File: config.mk
export PLATFORM = sky130hd
export DESIGN_NAME = conv2d_mac_ctrl_flat
export DESIGN_NICKNAME = d
export VERILOG_FILES = /design/src/rtl/conv2d_mac_ctrl_if.sv /design/src/rtl/conv2d_mac_ctrl.sv /design/src/flat_wrapper.sv
export SDC_FILE = /design/constraint.sdc
export NUM_CORES = 1
export LEC_CHECK = 0
export BUFFER_PORTS_ARGS = -buffer_cell sky130_fd_sc_hd__buf_4
export CAP_MARGIN = 20
export CORE_AREA = 2 2 94 96
export CTS_CLUSTER_SIZE = 40
export DETAILED_ROUTE_END_ITERATION = 10
export DIE_AREA = 0 0 96 98
export GPL_TIMING_DRIVEN = 0
export PLACE_DENSITY = 0.81
export SLEW_MARGIN = 15
export SYNTH_ARGS = -nofsm -noshare
export SYNTH_HDL_FRONTEND = slang
export SYNTH_SLANG_ARGS = --single-unit
File: constraint.sdc
create_clock -name clk -period 2.5 [get_ports clk]
set_clock_uncertainty 0.1 [all_clocks]
set_input_delay 0 -clock clk [delete_from_list [all_inputs] [get_ports clk]]
set_output_delay 0 -clock clk [all_outputs]
set_load 0.02 [all_outputs]
File: src/rtl/conv2d_mac_ctrl_if.sv
// Result stream of the convolution sequencer.
// Handshake: a beat transfers on a rising clk edge where output_valid && output_ready;
// once raised, output_valid and output_data hold steady until that transfer.
interface conv2d_mac_ctrl_if #(
  parameter int OUTW = 64
);
  logic [OUTW-1:0] output_data;
  logic            output_valid;
  logic            output_ready;

  modport master (output output_data, output output_valid, input output_ready);
  modport slave  (input output_data, input output_valid, output output_ready);
endinterface

File: src/rtl/conv2d_mac_ctrl.sv
// Sequencer that walks a valid-mode 2D convolution through one mac_pipe,
// reading X/W from synchronous memories and streaming each finished pixel out.
module conv2d_mac_ctrl #(
  parameter int INW  = 16,
  parameter int OUTW = 64,
  parameter int R    = 8,
  parameter int C    = 8,
  parameter int K    = 3,
  parameter int XAW  = $clog2(R*C),
  parameter int WAW  = $clog2(K*K)
) (
  input  logic                   clk,
  input  logic                   reset,
  input  logic                   start,
  input  logic signed [INW-1:0]  bias,
  output logic                   busy,
  output logic                   done,
  output logic [XAW-1:0]         x_addr,
  input  logic signed [INW-1:0]  x_data,
  output logic [WAW-1:0]         w_addr,
  input  logic signed [INW-1:0]  w_data,
  output logic signed [INW-1:0]  mac_input0,
  output logic signed [INW-1:0]  mac_input1,
  output logic signed [INW-1:0]  mac_init_value,
  output logic                   mac_init_acc,
  output logic                   mac_input_valid,
  input  logic signed [OUTW-1:0] mac_out,
  output logic [2:0]             dbg_state,
  conv2d_mac_ctrl_if.master      out_if
);

  localparam int RW = $clog2(R + 1);
  localparam int CW = $clog2(C + 1);
  localparam int KW = $clog2(K + 1);

  localparam logic [RW-1:0]  R_LAST   = RW'(R - K);
  localparam logic [CW-1:0]  C_LAST   = CW'(C - K);
  localparam logic [KW-1:0]  K_LAST   = KW'(K - 1);
  localparam logic [KW-1:0]  K_ONE    = KW'(1);
  localparam logic [RW-1:0]  R_ONE    = RW'(1);
  localparam logic [CW-1:0]  C_ONE    = CW'(1);
  localparam logic [XAW-1:0] X_ONE    = XAW'(1);
  localparam logic [XAW-1:0] X_K      = XAW'(K);
  localparam logic [XAW-1:0] ROW_STEP = XAW'(C - K + 1);
  localparam logic [WAW-1:0] W_ONE    = WAW'(1);

  typedef enum logic [2:0] {
    S_IDLE  = 3'd0,
    S_INIT  = 3'd1,
    S_FEED  = 3'd2,
    S_DRAIN = 3'd3,
    S_OUT   = 3'd4
  } state_t;

  state_t         state;
  logic [RW-1:0]  r;
  logic [CW-1:0]  c;
  logic [KW-1:0]  i;
  logic [KW-1:0]  j;
  logic [XAW-1:0] pix_addr;
  logic           drain_2nd;
  logic           out_valid;
  logic           last_tap;

  // (i, j) is the tap whose addresses are on x_addr/w_addr this cycle.
  assign last_tap   = (i == K_LAST) && (j == K_LAST);
  assign mac_input0 = x_data;
  assign mac_input1 = w_data;
  assign dbg_state  = state;

  assign out_if.output_valid = out_valid;
  assign out_if.output_data  = out_valid ? mac_out : '0;

  always_ff @(posedge clk) begin
    if (reset) begin
      state           <= S_IDLE;
      r               <= '0;
      c               <= '0;
      i               <= '0;
      j               <= '0;
      pix_addr        <= '0;
      drain_2nd       <= 1'b0;
      out_valid       <= 1'b0;
      busy            <= 1'b0;
      done            <= 1'b0;
      x_addr          <= '0;
      w_addr          <= '0;
      mac_init_value  <= '0;
      mac_init_acc    <= 1'b0;
      mac_input_valid <= 1'b0;
    end else begin
      done            <= 1'b0;
      mac_init_acc    <= 1'b0;
      mac_input_valid <= 1'b0;
      case (state)
        S_IDLE: begin
          if (start) begin
            mac_init_value <= bias;
            r              <= '0;
            c              <= '0;
            i              <= '0;
            j              <= '0;
            pix_addr       <= '0;
            x_addr         <= '0;
            w_addr         <= '0;
            mac_init_acc   <= 1'b1;
            busy           <= 1'b1;
            state          <= S_INIT;
          end
        end
        S_INIT, S_FEED: begin
          // A read is on the bus this cycle, so its data arrives next cycle.
          mac_input_valid <= 1'b1;
          if (last_tap) begin
            drain_2nd <= 1'b0;
            state     <= S_DRAIN;
          end else begin
            state  <= S_FEED;
            w_addr <= w_addr + W_ONE;
            if (j == K_LAST) begin
              j      <= '0;
              i      <= i + K_ONE;
              x_addr <= x_addr + ROW_STEP;
            end else begin
              j      <= j + K_ONE;
              x_addr <= x_addr + X_ONE;
            end
          end
        end
        S_DRAIN: begin
          // Second cycle lets the MAC's delayed enable commit the last product.
          drain_2nd <= 1'b1;
          if (drain_2nd) begin
            out_valid <= 1'b1;
            state     <= S_OUT;
          end
        end
        S_OUT: begin
          if (out_valid && out_if.output_ready) begin
            out_valid <= 1'b0;
            i         <= '0;
            j         <= '0;
            w_addr    <= '0;
            if ((r == R_LAST) && (c == C_LAST)) begin
              done  <= 1'b1;
              busy  <= 1'b0;
              state <= S_IDLE;
            end else begin
              mac_init_acc <= 1'b1;
              state        <= S_INIT;
              if (c == C_LAST) begin
                c        <= '0;
                r        <= r + R_ONE;
                pix_addr <= pix_addr + X_K;
                x_addr   <= pix_addr + X_K;
              end else begin
                c        <= c + C_ONE;
                pix_addr <= pix_addr + X_ONE;
                x_addr   <= pix_addr + X_ONE;
              end
            end
          end
        end
        default: state <= S_IDLE;
      endcase
    end
  end

endmodule

File: src/flat_wrapper.sv
// flat-port wrapper written by rule: the top's interface ports become plain ports
module conv2d_mac_ctrl_flat 
#(
  parameter int INW  = 16,
  parameter int OUTW = 64,
  parameter int R    = 8,
  parameter int C    = 8,
  parameter int K    = 3,
  parameter int XAW  = $clog2(R*C),
  parameter int WAW  = $clog2(K*K)
)
  (clk, reset, start, bias, busy, done, x_addr, x_data, w_addr, w_data, mac_input0, mac_input1, mac_init_value, mac_init_acc, mac_input_valid, mac_out, dbg_state, out_if_output_data, out_if_output_valid, out_if_output_ready);
  conv2d_mac_ctrl_if #(.OUTW(OUTW)) out_if_i ();
  input  logic clk;
  input  logic reset;
  input  logic start;
  input  logic signed [INW-1:0] bias;
  output logic busy;
  output logic done;
  output logic [XAW-1:0] x_addr;
  input  logic signed [INW-1:0] x_data;
  output logic [WAW-1:0] w_addr;
  input  logic signed [INW-1:0] w_data;
  output logic signed [INW-1:0] mac_input0;
  output logic signed [INW-1:0] mac_input1;
  output logic signed [INW-1:0] mac_init_value;
  output logic mac_init_acc;
  output logic mac_input_valid;
  input  logic signed [OUTW-1:0] mac_out;
  output logic [2:0] dbg_state;
  output wire logic [$bits(out_if_i.output_data)-1:0] out_if_output_data;
  output wire logic [$bits(out_if_i.output_valid)-1:0] out_if_output_valid;
  input wire logic [$bits(out_if_i.output_ready)-1:0] out_if_output_ready;
  assign out_if_output_data = out_if_i.output_data;
  assign out_if_output_valid = out_if_i.output_valid;
  assign out_if_i.output_ready = out_if_output_ready;
  conv2d_mac_ctrl #(.INW(INW), .OUTW(OUTW), .R(R), .C(C), .K(K), .XAW(XAW), .WAW(WAW)) u_core (.clk(clk), .reset(reset), .start(start), .bias(bias), .busy(busy), .done(done), .x_addr(x_addr), .x_data(x_data), .w_addr(w_addr), .w_data(w_data), .mac_input0(mac_input0), .mac_input1(mac_input1), .mac_init_value(mac_init_value), .mac_init_acc(mac_init_acc), .mac_input_valid(mac_input_valid), .mac_out(mac_out), .dbg_state(dbg_state), .out_if(out_if_i));
endmodule
==> results.ini <==
[clock_tree]
clock_latency_ns=0.31
cts_buffers=5
cts_hold_buf=18
clock_sinks=53
cts_setup_buffers=0
cts_root_buf=clkbuf_8
cts.path.max_buffers=2
clk_pin_slew_worst_paths_ns=0.10
cts_tree=done
h-tree-depth=2
cts.repair.resized=0

[yosys]
synth-adder-area-share_pct=3.69
synthSimpleGateAreaFrac_pct=32.5
synth_xor_xnor_area_share_pct=3.10
ys_warn_count=0
async_flop_share_pct=0
synth_flop_cell=dfxtp_1
synth_cell_types=60
synth-compound-area-share_pct=17.9
syn_nets=557
ys_seq_area_share_pct=31.3
synthMuxAreaShare_pct=0
synth_top_family_by_area=simple AND/OR/NAND/NOR gates
synth_seq_cells=53
synth_area_mm2=0.00339
synthCells=431
synth.avg_cell_area_um2=7.87
synth_edf_count=0

[floorplanning]
core_mm2=0.00847
die_w_um=96
rows=34
start_util_pct=40.1
die-area_mm2=0.00941
die_y_um=98
io_pins=246

[drt]
drc=0
drt-pass1-iter-count=5
post_drt_wl_per_cell_um=15.9
vias_per_cell=5.05
drtIter0Drc=272
wl_um=12400
ant_nets=0
vias=3932

[min_path]
hold_class=primary input to register

[finish]
drive_above_1_share_pct=40.9
diodes=0
final_cell_mix=buf_4 (246), and2_1 (66), nand2_1 (53), dfxtp_1 (53), a21oi_1 (37)
finalNetCount=795
syn2layout_area_growth_pct=59.0
final_common_cell=buf_4

[global_route]
grt_overflow_total=0
grt_pass1_wl_um=19000
grt_usage_pct=25.4
busiest_layer=met2
met3_usage_pct=6.56
grt_max_degree=17
use_met1_pct=30.9
antenna_found_initial=0
grt_use_met2_pct=44.1
grt_pass1_vias=3881

[critical_path]
endpoint_kind=register
critPathMaxFanout=6
r2r-start=u_core.c[0]$_SDFFE_PP0P_
rrSetupSlack_ns=0.33
crit_start=u_core.c[0]$_SDFFE_PP0P_
cp-endpoint=u_core.pix_addr[4]$_SDFFE_PP0P_
required_ns=2.65
critPathArrivalTime_ns=2.31
r2r_cells=8
reg2reg_to=u_core.pix_addr[4]$_SDFFE_PP0P_
start_kind=register
worstSetupPathType=register to register

[placement]
numPortBuffers=213
place_ws_ns=0.348
post-dp-hpwl_um=9850
gp_congestion=0.878

[flow_run]
maxCapViolCount=0

[sta]
tns_ns=0
period_share_pct=86.6
slew_headroom_pct=48.8
worst_pin_slew_ns=0.763
hold_violations=0
fin_crit_ns=2.17
fmaxAchievable_mhz=462
fin_ws_ns=0.335
rsz0062_at_grt=false
slew_violations=0
setup_viol=0

[pwr]
p_leak_nw=2.57
ir_drop_v=0.000260
power.density_mw_per_mm2=395

[outcome]
outcome=complete, no violations

## logic make-up after synthesis
logic type | after synthesis
buffers and inverters | 62
AND/OR/NAND/NOR | 199
AO/OA/AOI/OAI | 95
adder cells (fa/ha/maj) | 10
flip-flops | 53
XOR/XNOR | 12
## per-layer routing
metal	share of wire [%]	vias to the layer above
li1	-	1914
met1	40	1816
met2	50	190
met3	8.6	12
met4	1.3	0
met5	0	-
## cell usage after synthesis, types with 7 or more instances
| cell | number | area [um^2] |
|---|---|---|
| and2_1 | 66 | 413 |
| dfxtp_1 | 53 | 1060 |
| nand2_1 | 53 | 199 |
| a21oi_1 | 37 | 185 |
| buf_4 | 33 | 248 |
| nor2_1 | 24 | 90.1 |
| o21ai_0 | 19 | 95.1 |
| clkbuf_1 | 15 | 56.3 |
| ha_1 | 10 | 125 |
| nor3_1 | 10 | 50.1 |
| inv_1 | 7 | 26.3 |
| nand3_1 | 7 | 35.0 |
| xnor2_1 | 7 | 61.3 |
## power by group
group	total [mW]	switching, mW	internal, mW
clock network	0.486	0.285	0.200
logic	0.706	0.373	0.333
registers	0.938	0.0429	0.895
total	2.13	0.701	1.43
## critical path, cell delays in order (launching register included)
cell and delay [ns]:
dfxtp_1 0.41, ha_1 0.25, nand3b_4 0.14, xnor2_1 0.15, ha_1 0.24, o211ai_1 0.22
xor2_1 0.11, or3_1 0.36, a21oi_1 0.13
## per-stage QoR
| step | instance area (um^2) | total power, mW | instances | utilization, % | hold WS (ns) |
|---|---|---|---|---|---|
| 2_1_floorplan | 3390 | 1.34 | 431 | - | 0.0126 |
| 3_3_place_gp | 5120 | 1.61 | 752 | 60.5 | 0.0977 |
| 3_5_place_dp | 5120 | 1.63 | 752 | 60.5 | 0.0979 |
| 4_1_cts | 5390 | 2.13 | 778 | 63.7 | 0.00481 |
| 5_1_grt | 5390 | 2.24 | 778 | 63.7 | 0.100 |
| 6_report | 5390 | 2.13 | 778 | 63.7 | 0.0349 |
## how the worst min path moves through the flow
| stage | from | to | cells past startpoint | slack, ns |
|---|---|---|---|---|
| after CTS | start | u_core.dbg_state[0]$_SDFFE_PP0P_ | 4 | 0.005 |
| after global placement | x_data[12] | mac_input0[12] | 2 | 0.1 |
| final | start | u_core.dbg_state[0]$_SDFFE_PP0P_ | 4 | 0.03 |
| after detailed placement | x_data[12] | mac_input0[12] | 2 | 0.1 |
| after global routing | x_data[12] | mac_input0[12] | 2 | 0.1 |
| after floorplan | x_data[0] | mac_input0[0] | 1 | 0.01 |
## sequential cells by signal (all words and copies together) (netlist names)
signal,flops
u_core.dbg_state,3
u_core.busy,1
u_core.r,4
u_core.j,2
u_core.i,2
u_core.x_addr,6
u_core.w_addr,4
u_core.done,1
u_core.out_if.output_valid,1
u_core.mac_input_valid,1
u_core.drain_2nd,1
u_core.mac_init_value,16
u_core.mac_init_acc,1
u_core.c,4
u_core.pix_addr,6
## layout make-up
type | instances | area (um^2)
fill | 728 | 3070
multi-input combinational | 316 | 1940
timing repair buffer | 231 | 1780
sequential | 53 | 1060
buffer | 55 | 364
tap | 108 | 135
clock buffer | 6 | 72.6
inverter | 7 | 26.3
clock inverter | 2 | 13.8
No activity file was read; power rests on OpenSTA's default activity.
